==> src/rtl/vsm_pkg.sv <==
// Shared types for the VSM micro-sequencer: opcodes, machine phases and the
// control-strobe bundle driven into the datapath.
package vsm_pkg;

  localparam logic [3:0] OP_NOP  = 4'b0000;
  localparam logic [3:0] OP_ADD  = 4'b0001;
  localparam logic [3:0] OP_SUB  = 4'b0010;
  localparam logic [3:0] OP_OUT  = 4'b0011;
  localparam logic [3:0] OP_IN   = 4'b0100;
  localparam logic [3:0] OP_LOAD = 4'b0101;

  typedef enum logic [2:0] {
    P0,
    P1,
    P2,
    P3,
    IDLE
  } phase_e;

  typedef struct packed {
    logic load_inst;
    logic read_mem;
    logic prog_count;
    logic enable_instr;
    logic enable_in;
    logic enable_a;
    logic enable_alu;
    logic load_a;
    logic load_b;
    logic load_out;
    logic add_sub;
  } ctrl_t;

  // IDLE has no phase bit of its own so it maps to all zeros.
  function automatic logic [3:0] phase_onehot(input phase_e p);
    logic [3:0] oh;
    case (p)
      P0:      oh = 4'b0001;
      P1:      oh = 4'b0010;
      P2:      oh = 4'b0100;
      P3:      oh = 4'b1000;
      default: oh = 4'b0000;
    endcase
    return oh;
  endfunction

endpackage

==> src/rtl/vsm_micro_sequencer_if.sv <==
// Handshake bundle between the instruction register / run control and the
// sequencer's registered datapath strobes.
interface vsm_micro_sequencer_if;

  logic       run;
  logic [3:0] instr_in;
  logic [3:0] phase;
  logic       load_inst;
  logic       read_mem;
  logic       prog_count;
  logic       enable_instr;
  logic       enable_in;
  logic       enable_a;
  logic       enable_alu;
  logic       load_a;
  logic       load_b;
  logic       load_out;
  logic       add_sub;
  logic       illegal;

  modport master (
    output run, instr_in,
    input  phase, load_inst, read_mem, prog_count, enable_instr, enable_in,
           enable_a, enable_alu, load_a, load_b, load_out, add_sub, illegal
  );

  modport slave (
    input  run, instr_in,
    output phase, load_inst, read_mem, prog_count, enable_instr, enable_in,
           enable_a, enable_alu, load_a, load_b, load_out, add_sub, illegal
  );

endinterface

==> src/rtl/vsm_op_decode.sv <==
// Combinational control-word decode for one machine phase and opcode.
// Fetch phases ignore the opcode; execute phases flag anything undecoded.
module vsm_op_decode
  import vsm_pkg::*;
(
  input  phase_e     phase_i,
  input  logic [3:0] opcode_i,
  output ctrl_t      ctrl_o,
  output logic       illegal_o
);

  always_comb begin
    ctrl_o    = '0;
    illegal_o = 1'b0;
    case (phase_i)
      P0: begin
        ctrl_o.load_inst = 1'b1;
        ctrl_o.read_mem  = 1'b1;
      end
      P1: begin
        ctrl_o.prog_count   = 1'b1;
        ctrl_o.enable_instr = 1'b1;
      end
      P2: begin
        case (opcode_i)
          OP_NOP:  ctrl_o.read_mem = 1'b1;
          OP_ADD: begin
            ctrl_o.load_b       = 1'b1;
            ctrl_o.enable_instr = 1'b1;
          end
          OP_SUB: begin
            ctrl_o.load_b       = 1'b1;
            ctrl_o.enable_instr = 1'b1;
            ctrl_o.add_sub      = 1'b1;
          end
          OP_OUT: begin
            ctrl_o.enable_a = 1'b1;
            ctrl_o.load_out = 1'b1;
          end
          OP_IN: begin
            ctrl_o.enable_in = 1'b1;
            ctrl_o.load_a    = 1'b1;
          end
          OP_LOAD: begin
            ctrl_o.load_a       = 1'b1;
            ctrl_o.enable_instr = 1'b1;
          end
          default: illegal_o = 1'b1;
        endcase
      end
      P3: begin
        case (opcode_i)
          OP_ADD: begin
            ctrl_o.enable_alu = 1'b1;
            ctrl_o.load_a     = 1'b1;
          end
          OP_SUB: begin
            ctrl_o.enable_alu = 1'b1;
            ctrl_o.load_a     = 1'b1;
            ctrl_o.add_sub    = 1'b1;
          end
          OP_NOP, OP_OUT, OP_IN, OP_LOAD: ;
          default: illegal_o = 1'b1;
        endcase
      end
      default: ;
    endcase
  end

endmodule

==> src/rtl/vsm_micro_sequencer.sv <==
// VSM CPU micro-sequencer: 4-phase machine-cycle counter plus registered
// control strobes describing the phase just entered.
module vsm_micro_sequencer
  import vsm_pkg::*;
(
  input logic            clk,
  input logic            rst,
  vsm_micro_sequencer_if.slave bus
);

  phase_e phase_q, phase_d;
  ctrl_t  ctrl_q, ctrl_d, dec_ctrl;
  logic   illegal_q, illegal_d, dec_illegal;

  // Decode looks ahead at the phase about to be entered so strobes are registered.
  vsm_op_decode u_decode (
    .phase_i   (phase_d),
    .opcode_i  (bus.instr_in),
    .ctrl_o    (dec_ctrl),
    .illegal_o (dec_illegal)
  );

  always_comb begin
    phase_d   = phase_q;
    ctrl_d    = ctrl_q;
    illegal_d = illegal_q;
    if (bus.run) begin
      case (phase_q)
        P0:      phase_d = P1;
        P1:      phase_d = P2;
        P2:      phase_d = P3;
        default: phase_d = P0;
      endcase
      ctrl_d    = dec_ctrl;
      illegal_d = dec_illegal;
    end
  end

  always_ff @(posedge clk or posedge rst) begin
    if (rst) begin
      phase_q   <= IDLE;
      ctrl_q    <= '0;
      illegal_q <= 1'b0;
    end else begin
      phase_q   <= phase_d;
      ctrl_q    <= ctrl_d;
      illegal_q <= illegal_d;
    end
  end

  assign bus.phase        = phase_onehot(phase_q);
  assign bus.load_inst    = ctrl_q.load_inst;
  assign bus.read_mem     = ctrl_q.read_mem;
  assign bus.prog_count   = ctrl_q.prog_count;
  assign bus.enable_instr = ctrl_q.enable_instr;
  assign bus.enable_in    = ctrl_q.enable_in;
  assign bus.enable_a     = ctrl_q.enable_a;
  assign bus.enable_alu   = ctrl_q.enable_alu;
  assign bus.load_a       = ctrl_q.load_a;
  assign bus.load_b       = ctrl_q.load_b;
  assign bus.load_out     = ctrl_q.load_out;
  assign bus.add_sub      = ctrl_q.add_sub;
  assign bus.illegal      = illegal_q;

endmodule

==> src/flat_wrapper.sv <==
// flat-port wrapper written by rule: the top's interface ports become plain ports
module vsm_micro_sequencer_flat import vsm_pkg::*;
  (clk, rst, bus_run, bus_instr_in, bus_phase, bus_load_inst, bus_read_mem, bus_prog_count, bus_enable_instr, bus_enable_in, bus_enable_a, bus_enable_alu, bus_load_a, bus_load_b, bus_load_out, bus_add_sub, bus_illegal);
  vsm_micro_sequencer_if bus_i ();
  input logic clk;
  input logic rst;
  input wire logic [$bits(bus_i.run)-1:0] bus_run;
  input wire logic [$bits(bus_i.instr_in)-1:0] bus_instr_in;
  output wire logic [$bits(bus_i.phase)-1:0] bus_phase;
  output wire logic [$bits(bus_i.load_inst)-1:0] bus_load_inst;
  output wire logic [$bits(bus_i.read_mem)-1:0] bus_read_mem;
  output wire logic [$bits(bus_i.prog_count)-1:0] bus_prog_count;
  output wire logic [$bits(bus_i.enable_instr)-1:0] bus_enable_instr;
  output wire logic [$bits(bus_i.enable_in)-1:0] bus_enable_in;
  output wire logic [$bits(bus_i.enable_a)-1:0] bus_enable_a;
  output wire logic [$bits(bus_i.enable_alu)-1:0] bus_enable_alu;
  output wire logic [$bits(bus_i.load_a)-1:0] bus_load_a;
  output wire logic [$bits(bus_i.load_b)-1:0] bus_load_b;
  output wire logic [$bits(bus_i.load_out)-1:0] bus_load_out;
  output wire logic [$bits(bus_i.add_sub)-1:0] bus_add_sub;
  output wire logic [$bits(bus_i.illegal)-1:0] bus_illegal;
  assign bus_i.run = bus_run;
  assign bus_i.instr_in = bus_instr_in;
  assign bus_phase = bus_i.phase;
  assign bus_load_inst = bus_i.load_inst;
  assign bus_read_mem = bus_i.read_mem;
  assign bus_prog_count = bus_i.prog_count;
  assign bus_enable_instr = bus_i.enable_instr;
  assign bus_enable_in = bus_i.enable_in;
  assign bus_enable_a = bus_i.enable_a;
  assign bus_enable_alu = bus_i.enable_alu;
  assign bus_load_a = bus_i.load_a;
  assign bus_load_b = bus_i.load_b;
  assign bus_load_out = bus_i.load_out;
  assign bus_add_sub = bus_i.add_sub;
  assign bus_illegal = bus_i.illegal;
  vsm_micro_sequencer u_core (.clk(clk), .rst(rst), .bus(bus_i));
endmodule
==> config.mk <==
export PLATFORM = sky130hd
export DESIGN_NAME = vsm_micro_sequencer_flat
export DESIGN_NICKNAME = d
export VERILOG_FILES = /design/src/rtl/vsm_pkg.sv /design/src/rtl/vsm_micro_sequencer_if.sv /design/src/rtl/vsm_op_decode.sv /design/src/rtl/vsm_micro_sequencer.sv /design/src/flat_wrapper.sv
export SDC_FILE = /design/constraint.sdc
export NUM_CORES = 1
export LEC_CHECK = 0
export CORE_ASPECT_RATIO = 0.9
export CORE_UTILIZATION = 45
export CTS_BUF_LIST = sky130_fd_sc_hd__clkbuf_8
export CTS_CLUSTER_SIZE = 12
export DETAILED_ROUTE_END_ITERATION = 16
export HOLD_SLACK_MARGIN = 0.03
export PLACE_DENSITY_LB_ADDON = 0.05
export SLEW_MARGIN = 20
export SYNTH_ARGS = -nofsm -noshare
export SYNTH_HDL_FRONTEND = slang
export SYNTH_SLANG_ARGS = --single-unit
==> constraint.sdc <==
create_clock -name clk -period 1.43 [get_ports clk]
set_input_delay 0.286 -clock clk [delete_from_list [all_inputs] [get_ports clk]]
set_output_delay 0.286 -clock clk [all_outputs]
set_load 0.02 [all_outputs]
# After elaboration in Yosys (flattened, before gate mapping)
# Cells that the tools add are included.
# totals
elab_cells	54
inputBits	7
regBits	15
out_inout_bits	16
# classes
muxes	22
n_eq_ne	11
n_reduce_logical	8
# ops
op	count
$pmux 4 s4	1
$mux 1	13
$eq 3x2->1 const B	4
$eq 4x2->1 const B	2
$eq 4x3->1 const B	2
$eq 3x1->1 const B	2
$logic_not 3->1	2
$mux 2	3
$pmux 1 s2	3
$pmux 2 s3	1
$reduce_or 2->1	3
$reduce_or 6->1	1
$eq 4x1->1 const B	1
$logic_not 4->1	1
$mux 3	1
$reduce_or 3->1	1

# Logic depth before layout (Yosys ltp)
# logic_depth
depth_word	6
depth_mapped	4
mapped_depth_nobuf	3

# Hierarchy
# From an unflattened synthesis, not the netlist that was laid out.
# unflattened
cells_unflattened	70
area_unflattened_um2	878.3
# modules_own_cells
mod	seq_area_each_um2	cells_per_inst	area_per_inst_um2	n_inst
vsm_micro_sequencer	376.6	39	655.6	1
vsm_op_decode	0.0	31	222.7	1

# Worst setup path before layout
# OpenSTA, ideal clock, no wires.
# synth_timing
path_kind	reg2reg
start	register u_core.phase_q[0]
end	register u_core.ctrl_q, in the netlist u_core.bus.enable_instr
t_arrival_ns	1.317
synth_period_minus_slack_ns	1.418
slack_ns	0.012
setup_ns	0.101
required_time_ns	1.329
stages_incl_launch_ff	5
cell_sequence	dfrtp_1 -> buf_4 -> nor3_1 -> nand2_1 -> o311ai_2
# synth_between
elab_chain_cells	5
# synth_rtl
item	line	source
start: declaration	vsm_micro_sequencer.sv:11	phase_e phase_q, phase_d;
start signal: assignment	vsm_micro_sequencer.sv:45	phase_q <= phase_d;
$eq 3x2->1 (tied with other cells)	vsm_micro_sequencer.sv:28	case (phase_q)
$pmux 2 s3	vsm_micro_sequencer.sv:28	
$mux 3 *	vsm_micro_sequencer.sv:27	if (bus.run) begin
$eq 3x2->1 or $eq 3x1->1 (tied branches)	vsm_op_decode.sv:15	case (phase_i)
$pmux 1 s2 *	vsm_op_decode.sv:15	
end signal: assignment	vsm_micro_sequencer.sv:46	ctrl_q <= ctrl_d;
end: declaration	vsm_micro_sequencer.sv:12	ctrl_t ctrl_q, ctrl_d, dec_ctrl;
# Mark *: on every way between the ends. The rest lies on a longest branch, timed or not.
# A chain may end at the register's enable or synchronous reset.

# Final worst setup path
# layout_timing
start	register u_core.phase_q[2]
end	output port bus_phase[3]
# layout_between
elab_chain_cells	2
# layout_rtl
item	line	source
$eq 3x2->1 (tied with other cells)	vsm_pkg.sv:37	case (p)
$pmux 4 s4 *	vsm_pkg.sv:37	
end: declaration	flat_wrapper.sv:9	output wire logic [$bits(bus_i.phase)-1:0] bus_phase;
# Marks and branches as above.

==> run summary <==
Leaving out fill and tap cells, the most frequent cell in the layout is sky130_fd_sc_hd__buf_4. The checks that failed: DRC. The final net count is 120. Setup violations remaining at the end of the flow were counted as 0. For met1 alone, demand over resource in global routing was between 20% and 30%. The number of vias in the routed layout is ~680. The average wire per cell in the routed design is roughly 14 um. The source-to-sink clock delay at the later pin of the worst-skew pair is 0.25 ns.

Once placement finished, the instance area stood at 0.00102 mm^2. The area share of the leading cell type in the synthesized netlist came out at between 40% and 50%. The layout cell share with drive strength beyond 1 came out at a little under a third. Ranked by total cell area, the synthesized netlist is headed by sky130_fd_sc_hd__dfrtp_1 46%, sky130_fd_sc_hd__inv_1 5.3%, sky130_fd_sc_hd__o21ai_0 4.2%.

At the worst endpoint, the required time is 1.14 ns. STA classifies the critical path endpoint as an output pin. The peak supply drop came out at roughly 1200 uV. The post-DP HPWL came out at approximately 1200 um. The number of I/O pins is 23. The sequential area share after synthesis came out at around half. The maximum fanout encountered on the critical timing path is 2. The overall power is 0.00188 W. TritonCTS built the clock tree. Setup repair after global routing could not meet its margin everywhere.

After routing the design area is 0.00110 mm^2. The portion of the clock cycle consumed by the worst path in the final layout is about 99%. The count of warnings emitted by yosys came out at 0. The routed wire length is approximately 1800 um. The pre-antenna-repair detailed-routing pass consisted of 10 iterations. The clock buffer count from CTS is 3. The vertical extent of the die is 39.6 um.

The largest net degree at the start of global routing came out at 15. The sink count of the clock tree came out at 14. The synthesis-to-finish area growth is 56.3%. Clock-pin slew was measured on the worst setup and hold paths at roughly 0.060 ns.

The library cell occupying the most area in the post-synthesis netlist is sky130_fd_sc_hd__dfrtp_1. The cell area after technology mapping is a little over 700 um^2. In the layout the commonest cells are 16 x sky130_fd_sc_hd__buf_4, 12 x sky130_fd_sc_hd__dlygate4sd2_1, 11 x sky130_fd_sc_hd__dfrtp_1. The die covers approximately 0.0017 mm^2. The critical path in this run is classified as flip-flop to output pin. The timing-limited maximum frequency came out at 708 MHz. The min-delay analysis places its worst path in the category input port to async pin.

A synthesized cell averages 9.43 um^2. Counting flops and latches in the post-synthesis netlist gives 14. The DRC violation total after the first TritonRoute iteration came out at 16. The first global-routing pass estimated around 2700 um of wire. The cell count of the worst reg-to-reg path is 4. The largest clock skew in the final design came out at between 0.004 and 0.005 ns. The worst-case clock buffer depth came out at 2. The via count of the first global-routing pass is 615. The utilization after layout came out at 75.5%.

The die width came out at ~44 um. The arrival time of data at the critical path endpoint came out at between 1 and 1.5 ns. The flow ran to the end, but the final reports show violations.

The number of library cell types mapped by synthesis is 28. The average vias per placed instance is roughly 5.4. The number of pins with negative max-slew slack in the final report is 0. The net count after synthesis came out at 82. After technology mapping, the gate count stands at 75. The count of port buffers added during placement came out at 22.

The diode insertion count for antenna repair is 0. The number of maximum-capacitance constraint violations came out at 0. In this run the most used layer during global routing was met2. The number of remaining DRC errors is 2. For met3 alone, demand over resource in global routing was about 7.4%. Global routing finished with a remaining overflow of 0. The number of antenna-violating nets in the routed design came out at 0. The initial core utilization came out at between 40% and 50%. At the pin with the least slew margin, the transition time is ~0.27 ns. The core area came out at 0.00146 mm^2.

The number of antenna violations at the first check in global routing is 0. The count of final hold-check violations came out at 0. The overall routing resource usage is 23.1%. The initialized floorplan defines 13 standard-cell rows. The time the final worst path needs with I/O delays and setup came out at 1.41 ns.

The global placer's final weighted congestion is between 0.8 and 0.9. The leakage power figure is about 0.54 nW. The worst slew margin relative to its limit is between 80% and 90%.

STA classifies the critical path startpoint as a flip-flop. For this design the ratio of total power to cell area is between 1500 and 2000 mW/mm^2. For met2 alone, demand over resource in global routing was around two fifths. The number of H-tree levels came out at 1. Clock tree synthesis selected as its root buffer the cell sky130_fd_sc_hd__clkbuf_8.
==> worst max-delay path, cell delays in order, from the launching register on <==
cell                      delay [ns]
sky130_fd_sc_hd__dfstp_2        0.54
sky130_fd_sc_hd__inv_2          0.04
sky130_fd_sc_hd__and3_4         0.17
sky130_fd_sc_hd__buf_6          0.13
==> registers in the layout, indices dropped and copies added (netlist names) <==
signal	cells
u_core.bus.add_sub	1
u_core.bus.enable_alu	1
u_core.bus.enable_in	1
u_core.bus.enable_instr	1
u_core.bus.illegal	1
u_core.bus.load_a	1
u_core.bus.load_b	1
u_core.bus.load_inst	1
u_core.bus.load_out	1
u_core.bus.prog_count	1
u_core.bus.read_mem	1
u_core.phase_q	3
==> per-stage QoR <==
step	hold slack [ns]	setup slack, ns	TNS, ns	instances
floorplan	0.175	0.0119	0	75
global placement	0.487	-0.189	-0.935	120
detailed placement	0.493	-0.197	-1.04	120
CTS	0.346	-0.0105	-0.0165	125
global route	0.358	-0.0166	-0.0480	127
finish	0.338	0.0172	0	127
==> cells in the mapped netlist <==
cell type	n
sky130_fd_sc_hd__dfrtp_1	13
sky130_fd_sc_hd__inv_1	10
sky130_fd_sc_hd__o21ai_0	6
sky130_fd_sc_hd__nor2_1	5
sky130_fd_sc_hd__nand2_1	4
sky130_fd_sc_hd__a21oi_1	3
sky130_fd_sc_hd__nand3_1	3
sky130_fd_sc_hd__nand4_1	3
sky130_fd_sc_hd__o22ai_1	3
sky130_fd_sc_hd__buf_2	2
sky130_fd_sc_hd__buf_4	2
sky130_fd_sc_hd__clkbuf_1	2
sky130_fd_sc_hd__nand2b_1	2
sky130_fd_sc_hd__nor2b_1	2
sky130_fd_sc_hd__xor2_1	2
sky130_fd_sc_hd__a21o_1	1
sky130_fd_sc_hd__a31oi_1	1
sky130_fd_sc_hd__and3_1	1
sky130_fd_sc_hd__dfstp_2	1
sky130_fd_sc_hd__mux2_2	1
sky130_fd_sc_hd__nand2_2	1
sky130_fd_sc_hd__nor3_1	1
sky130_fd_sc_hd__nor3b_1	1
sky130_fd_sc_hd__nor3b_2	1
sky130_fd_sc_hd__nor3b_4	1
sky130_fd_sc_hd__nor4_1	1
sky130_fd_sc_hd__o211ai_1	1
sky130_fd_sc_hd__o311ai_2	1
==> where the power goes <==
group / total, W / internal (W) / leakage (nW) / switching (W)
sequential: 0.000607 / 0.000500 / 0.178 / 0.000107
clock: 0.000337 / 0.000190 / 0.0269 / 0.000147
combinational: 0.000930 / 0.000471 / 0.336 / 0.000459
total: 0.00188 / 0.00116 / 0.541 / 0.000713
==> cell type report <==
class | instances | area (um^2)
fill | 108 | 359
sequential | 14 | 354
timing repair buffer | 39 | 342
multi-input combinational | 45 | 308
clock buffer | 3 | 41.3
inverter | 10 | 37.5
tap | 15 | 18.8
clock inverter | 1 | 3.75
==> routing by layer <==
layer,vias up,routed length [um]
met5,-,0
met4,0,22
met3,4,115
met2,30,897
met1,323,803
li1,327,-
==> path summary, 6_finish.rpt <==
kind | startpoint | endpoint | slack [ns]
hold reg to reg | u_core.bus.load_a | u_core.bus.load_a | 0.49
setup / recovery | u_core.phase_q[2] | bus_phase[3] | 0.02
setup reg to reg | u_core.phase_q[1] | u_core.bus.enable_instr | 0.09
max in group asynchronous | rst | u_core.phase_q[2] | 0.85
min in group clk | u_core.bus.load_a | u_core.bus.load_a | 0.49
hold / removal | rst | u_core.bus.load_a | 0.34
==> cells by family after synthesis <==
group	share of synthesized area, %
xor+xnor	2.48
mux	1.59
compound gates	14.3
buf+inv	9.91
flops	49.7
simple gates	21.9
==> timing repair <==
item | in CTS | in global routing
gates resized for setup | 34 | 11
hold buffers | 0 | 0
gates cloned | 0 | 0
buffers inserted | 1 | 2
endpoints found under the setup margin | 16 | 4
pin swaps | 1 | 1
No activity file was read; power rests on OpenSTA's default activity.
